===== config.mk =====
export PLATFORM = sky130hd
export DESIGN_NAME = updown_counter
export DESIGN_NICKNAME = d
export VERILOG_FILES = /design/src/rtl/counter_pkg.sv /design/src/rtl/updown_counter_next.sv /design/src/rtl/updown_counter.sv
export SDC_FILE = /design/constraint.sdc
export NUM_CORES = 1
export LEC_CHECK = 0
export CORE_UTILIZATION = 40
export DETAILED_ROUTE_END_ITERATION = 7
export PLACE_DENSITY = 0.68
export SLEW_MARGIN = 15
export SYNTH_ARGS = -nofsm -noshare
export SYNTH_HDL_FRONTEND = slang
export SYNTH_SLANG_ARGS = --single-unit

===== constraint.sdc =====
create_clock -name clock -period 2.3 [get_ports clock]
set_input_delay 0.575 -clock clock [delete_from_list [all_inputs] [get_ports clock]]
set_output_delay 0.575 -clock clock [all_outputs]
set_load 0.01 [all_outputs]

===== src/rtl/counter_pkg.sv =====
// Shared constants and helpers for the counter family.
// Mode selection and the load-path clamp live here so every counter agrees on them.
package counter_pkg;

    localparam bit CNT_MODE_WRAP = 1'b0;
    localparam bit CNT_MODE_SAT  = 1'b1;

    localparam int CNT_ARITH_W = 32;

    // Limit a load value to the terminal count so the register never exceeds it.
    function automatic logic [CNT_ARITH_W-1:0] cnt_clamp(
        input logic [CNT_ARITH_W-1:0] value,
        input logic [CNT_ARITH_W-1:0] max
    );
        return (value > max) ? max : value;
    endfunction

endpackage


===== src/rtl/updown_counter_next.sv =====
// Combinational next-state logic for updown_counter: next count, wrap strobe,
// and the set/clear requests for the sticky overflow flag.
module updown_counter_next
    import counter_pkg::*;
#(
    parameter int          WIDTH    = 8,
    parameter int unsigned MAX      = 2**WIDTH - 1,
    parameter bit          SATURATE = CNT_MODE_WRAP
) (
    input  logic [WIDTH-1:0] count,
    input  logic             clear,
    input  logic             load,
    input  logic [WIDTH-1:0] in,
    input  logic             inc,
    input  logic             dec,
    output logic [WIDTH-1:0] next_count,
    output logic             wrap_next,
    output logic             ovf_set,
    output logic             ovf_clear
);

    localparam logic [WIDTH:0]   MAX_EXT  = (WIDTH+1)'(MAX);
    localparam logic [WIDTH-1:0] MAX_VAL  = WIDTH'(MAX);
    localparam bit               SAT_MODE = (SATURATE == CNT_MODE_SAT);

    logic [WIDTH:0] count_ext;
    logic [WIDTH:0] step_up;
    logic [WIDTH:0] step_dn;
    logic           up_cross;
    logic           dn_cross;

    // One spare bit exposes both the overshoot past MAX and the borrow below zero.
    assign count_ext = {1'b0, count};
    assign step_up   = count_ext + (WIDTH+1)'(1);
    assign step_dn   = count_ext - (WIDTH+1)'(1);
    assign up_cross  = (step_up > MAX_EXT);
    assign dn_cross  = step_dn[WIDTH];

    always_comb begin
        next_count = count;
        wrap_next  = 1'b0;
        ovf_set    = 1'b0;
        ovf_clear  = 1'b0;

        if (clear) begin
            next_count = '0;
            ovf_clear  = 1'b1;
        end else if (load) begin
            next_count = WIDTH'(cnt_clamp(CNT_ARITH_W'(in), CNT_ARITH_W'(MAX)));
        end else if (inc && !dec) begin
            if (up_cross) begin
                ovf_set = 1'b1;
                if (!SAT_MODE) begin
                    next_count = '0;
                    wrap_next  = 1'b1;
                end
            end else begin
                next_count = step_up[WIDTH-1:0];
            end
        end else if (dec && !inc) begin
            if (dn_cross) begin
                ovf_set = 1'b1;
                if (!SAT_MODE) begin
                    next_count = MAX_VAL;
                    wrap_next  = 1'b1;
                end
            end else begin
                next_count = step_dn[WIDTH-1:0];
            end
        end
    end

endmodule


===== src/rtl/updown_counter.sv =====
// Parametrised up/down counter with wrap or saturate behaviour, registered wrap
// pulse and sticky overflow; cascade wrap into the next stage's inc for digit chains.
module updown_counter
    import counter_pkg::*;
#(
    parameter int          WIDTH    = 8,
    parameter int unsigned MAX      = 2**WIDTH - 1,
    parameter bit          SATURATE = CNT_MODE_WRAP
) (
    input  logic             clock,
    input  logic             reset,
    input  logic             clear,
    input  logic             load,
    input  logic [WIDTH-1:0] in,
    input  logic             inc,
    input  logic             dec,
    output logic [WIDTH-1:0] count,
    output logic             wrap,
    output logic             ovf,
    output logic             at_zero,
    output logic             at_max
);

    localparam logic [WIDTH-1:0] MAX_VAL = WIDTH'(MAX);

    logic [WIDTH-1:0] next_count;
    logic             wrap_next;
    logic             ovf_set;
    logic             ovf_clear;

    updown_counter_next #(
        .WIDTH    (WIDTH),
        .MAX      (MAX),
        .SATURATE (SATURATE)
    ) u_next (
        .count      (count),
        .clear      (clear),
        .load       (load),
        .in         (in),
        .inc        (inc),
        .dec        (dec),
        .next_count (next_count),
        .wrap_next  (wrap_next),
        .ovf_set    (ovf_set),
        .ovf_clear  (ovf_clear)
    );

    // State register: wrap is registered alongside count so both change together.
    always_ff @(posedge clock) begin
        if (reset) begin
            count <= '0;
            wrap  <= 1'b0;
            ovf   <= 1'b0;
        end else begin
            count <= next_count;
            wrap  <= wrap_next;
            ovf   <= ovf_clear ? 1'b0 : (ovf | ovf_set);
        end
    end

    assign at_zero = (count == '0);
    assign at_max  = (count == MAX_VAL);

endmodule


# Word level (Yosys, flattened, before mapping)
# Cells that the tools add are included.
dict set report word_totals {
  register_bits 10
  in_bits 14
  output_inout_bits 12
}
dict set report classes {
  addsub 2
  magnitude_cmp 1
  n_eq_ne 1
  n_mux 12
  bitwise_logic 1
  n_reduce_logical 8
}
# operator count
set op_table {}
lappend op_table {{two-way mux 8 bit} 5}
lappend op_table {{adder 8 x 1 -> 9 bit (second input constant)} 1}
lappend op_table {{greater-than comparator 9 x 8 -> 1 bit (second input constant)} 1}
lappend op_table {{subtractor 8 x 1 -> 9 bit (second input constant)} 1}
lappend op_table {{== test 8 bit (second input constant)} 1}
lappend op_table {{logical NOT 8 bit} 1}
lappend op_table {{two-way mux 1 bit} 7}
lappend op_table {{OR reduction 2 bit} 2}
lappend op_table {{nonzero test 3 bit} 1}
lappend op_table {{logical AND 1 bit} 2}
lappend op_table {{logical NOT 1 bit} 2}
lappend op_table {{OR 1 bit} 1}

# Logic depth before layout (Yosys ltp)
dict set report depth {
  word_depth 7
  depth_mapped 8
  ltp_nobuf 8
}

# Cells and area by module
# Synthesis repeated with hierarchy kept, for this count alone.
dict set report unflattened {
  cells_unflattened 111
  area_unflattened_um2 900.9
}
# mod instances cells_each area_per_inst_um2 seq_area_each_um2
set by_module_without_submodules {}
lappend by_module_without_submodules {updown_counter_next 1 84 600.6 0.0}
lappend by_module_without_submodules {updown_counter 1 27 300.3 200.2}

# Worst setup path after synthesis
# OpenSTA, ideal clock, no wires.
dict set report synth_path {
  path_type {reg-to-output}
  from {register count[2]}
  to {output at_zero}
  t_arrival_ns 1.532
  t_required_ns 1.725
  setup_slack_ns 0.193
  path_stages_with_launch 4
  path_buffers 1
  path_cell_list {dfxtp_1 > buf_2 > or4_4 > nor4b_1}
}
dict set report synth_between {
  elab_chain_len 1
}
# item line_no
set synth_rtl {}
lappend synth_rtl {{from (decl)} updown_counter.sv:17} ;# output logic [WIDTH-1:0] count,
lappend synth_rtl {{from (signal assigned)} updown_counter.sv:55} ;# count <= next_count;
lappend synth_rtl {{logical NOT 8 bit} updown_counter.sv:61} ;# assign at_zero = (count == '0);
lappend synth_rtl {{to (decl)} updown_counter.sv:20} ;# output logic at_zero,
# Every way passes these cells.

# Final worst setup path
dict set report layout_path {
  from {register count[4]}
  to {output at_zero}
}
# Same word-level chain as after synthesis.

==> summary.txt <==
Status
  • Status: finished clean

Drt
  • Drt pass-1 iters: 4
  • DR vias/cell: 5.969
  • Vias: 1140
  • DRT Wirelength: 2.808 mm
  • Antenna Nets Post-Route: 0
  • Wire per inst: 14.70 um
  • DRC: 0
  • Iteration-0 DRC Markers: 46

STA
  • Clk_skew: 6.319 ps
  • RSZ-0062 raised after global routing: no
  • Worst slew pin tran: 481.5 ps
  • Tmin final: about 2200 ps
  • Final Hold Viols: 0
  • Slew Viols, Final: 0
  • Slew HR: 67.07%
  • Hold slack: 543.2 ps
  • Setup tns final: 0 ps
  • Setup Viol. Count Final: 0
  • FMAX: 446.0 MHz
  • Final period util: between 90% and 100%

Setup path
  • Worst Path Required: about 1700 ps
  • Startpoint type of the worst setup path: flop
  • Worst-path fanout max: 2
  • CP Capture Type: output port
  • CP Class: reg2out
  • Worst EP arrival: roughly 1700 ps

CTS
  • Sink Count: 10
  • TritonCTS buffer count: 3
  • CTS tree: yes
  • Worst-skew pair later-pin latency: 260 ps
  • Htree depth: 1
  • Clock Path Buffers: 2
  • CTS root buf: clkbuf_4
  • Clock slew at reported path FFs: 70 ps
  • Hold Buf Count CTS: 0

Power
  • Total power draw: 515.7 uW
  • Cell leakage power: 0.0005076 uW
  • Power per cell area: 385.6 mW/mm^2
  • Peak supply drop: 0.2981 mV

Die
  • Num rows: 17
  • Die height: 50.76 um
  • Die width: approximately 51 um
  • Die Area: 0.002576 sq mm
  • Initial Util: 42.58%
  • CORE AREA: about 0.0022 sq mm
  • Num ports: 26

Yosys
  • EDFF count, synth: 0
  • Sequential element share of the synthesized area: between 20% and 30%
  • Post-Syn Area: 950.9 sq um
  • Async SR Flop Fraction: 0%
  • FF+latch count, synth: 10
  • Syn Nets: ~150
  • Syn Inst Count: 130
  • Synth Warn #: 0
  • Yosys cell types: 45
  • Mean post-synth cell area: 7.315 sq um
  • Main flop type after synthesis: dfxtp_1

Global routing
  • Largest net degree at the start of global routing: 14
  • GRT Util Overall: 24.09%
  • Number of global-route vias before repair: 1082
  • Congestion Overflow GR: 0
  • First-pass GRT wire length: roughly 4.7 mm
  • Number of antenna violations at the first check in global routing: 0

Finish
  • P&R area growth vs syn: 40.66%
  • Nets: 184
  • Layout cells sized above 1: 16.56%
  • Ant diodes: 0
  • Post-layout instance area: between 0.001 and 0.0015 sq mm

Placed design
  • Post-DP Area: 0.001287 sq mm
  • Port Buffers: 25
  • Hpwl dp: 2.042 mm
  • Final GP Congestion: 0.8899

Flow run
  • Max-Cap Viols: 0

Hold path
  • Hold Path Class: reg2reg
what timing repair did:
| item | 4_1_cts | 5_1_grt |
|---|---|---|
| buffers inserted | 0 | 1 |
| setup endpoints to repair | 2 | 2 |
| pin swaps | 0 | 1 |
| gates resized for setup | 6 | 4 |
cell families after synthesis:
kind of cell	after synthesis	share of synthesized area, %
AO/OA/AOI/OAI	43	29.87
XOR/XNOR	6	5.526
adder cells (fa/ha/maj)	5	6.579
buffers and inverters	12	5.658
flip-flops	10	21.05
multiplexers	1	1.053
AND/OR/NAND/NOR	53	30.26
final timing paths:
check             startpoint      end  slack, ps  cells past startpoint
hold / removal           ovf      ovf        540                      2
hold reg to reg          ovf      ovf        540                      2
setup / recovery    count[4]  at_zero         60                      3
setup reg to reg    count[0]      ovf        230                      8
per-layer routing:
layer  routed length [um]  part of all wire (%)  vias up  track usage (%)
li1                     -                     -      556                -
met1                 1263                    45      525            31.70
met2                 1328                    47       53            40.00
met3                  187                   6.7        6            3.636
met4                   27                  0.96        0            7.407
met5                    0                     0        -                0
power breakdown:
group	internal, uW	switching, uW
Combinational	101	102
Sequential	180	12.6
Clock	60.4	59.9
cell usage in the layout (no fill, tap or decap), types with 4 or more instances in the layout:
cell             netlist  layout
nor2_1                16      15
o21ai_0                7       7
nand3_1                7       7
a31oi_1                4       4
dfxtp_1               10       7
a21oi_1               12      12
clkdlybuf4s50_1        0      23
xor2_1                 5       5
ha_1                   5       5
o221ai_1               4       4
buf_4                  1      13
nand2_1               10      10
worst max-delay path, stage by stage (launching register included):
cell	delay (ps)
dfxtp_1	310
or4_4	540
nor4b_2	280
clkdlybuf4s15_1	270
cell usage after synthesis (2+ instances only):
| library cell | instances | share of area [%] |
|---|---|---|
| inv_1 | 3 | 1.2 |
| nand2_1 | 10 | 3.9 |
| clkbuf_1 | 3 | 1.2 |
| nor2b_1 | 2 | 1.3 |
| xor2_1 | 5 | 4.6 |
| dfxtp_1 | 10 | 21 |
| ha_1 | 5 | 6.6 |
| o221ai_1 | 4 | 3.7 |
| nand3_1 | 7 | 3.7 |
| o211ai_1 | 2 | 1.6 |
| o21ai_0 | 7 | 3.7 |
| a31oi_1 | 4 | 2.6 |
| nand4_1 | 2 | 1.3 |
| o21ai_1 | 3 | 1.6 |
| nand2b_1 | 2 | 1.3 |
| o22ai_1 | 2 | 1.3 |
| buf_2 | 4 | 2.1 |
| a21oi_1 | 12 | 6.3 |
| a211oi_1 | 2 | 1.6 |
| nor2_1 | 16 | 6.3 |
state kept, by name (all words and copies together), names as in the netlist:
register,count
count,8
ovf,1
wrap,1
stage by stage:
step | setup slack (ps) | utilization (%) | cells
floorplan | 193.5 | - | 130
global placement | 38.39 | 57.65 | 187
detailed placement | -0.4934 | 57.65 | 187
CTS | 11.35 | 58.99 | 190
global route | 0.3890 | 59.89 | 191
finish | 57.82 | 59.89 | 191
cell type report:
cell class / count / area, sq um
sequential: 10 / 209.0
timing repair buffer: 38 / 350.3
inverter: 4 / 15.01
tap: 28 / 35.03
fill: 216 / 895.9
multi-input combinational: 108 / 705.7
clock buffer: 3 / 22.52
No activity file was read; power rests on OpenSTA's default activity.
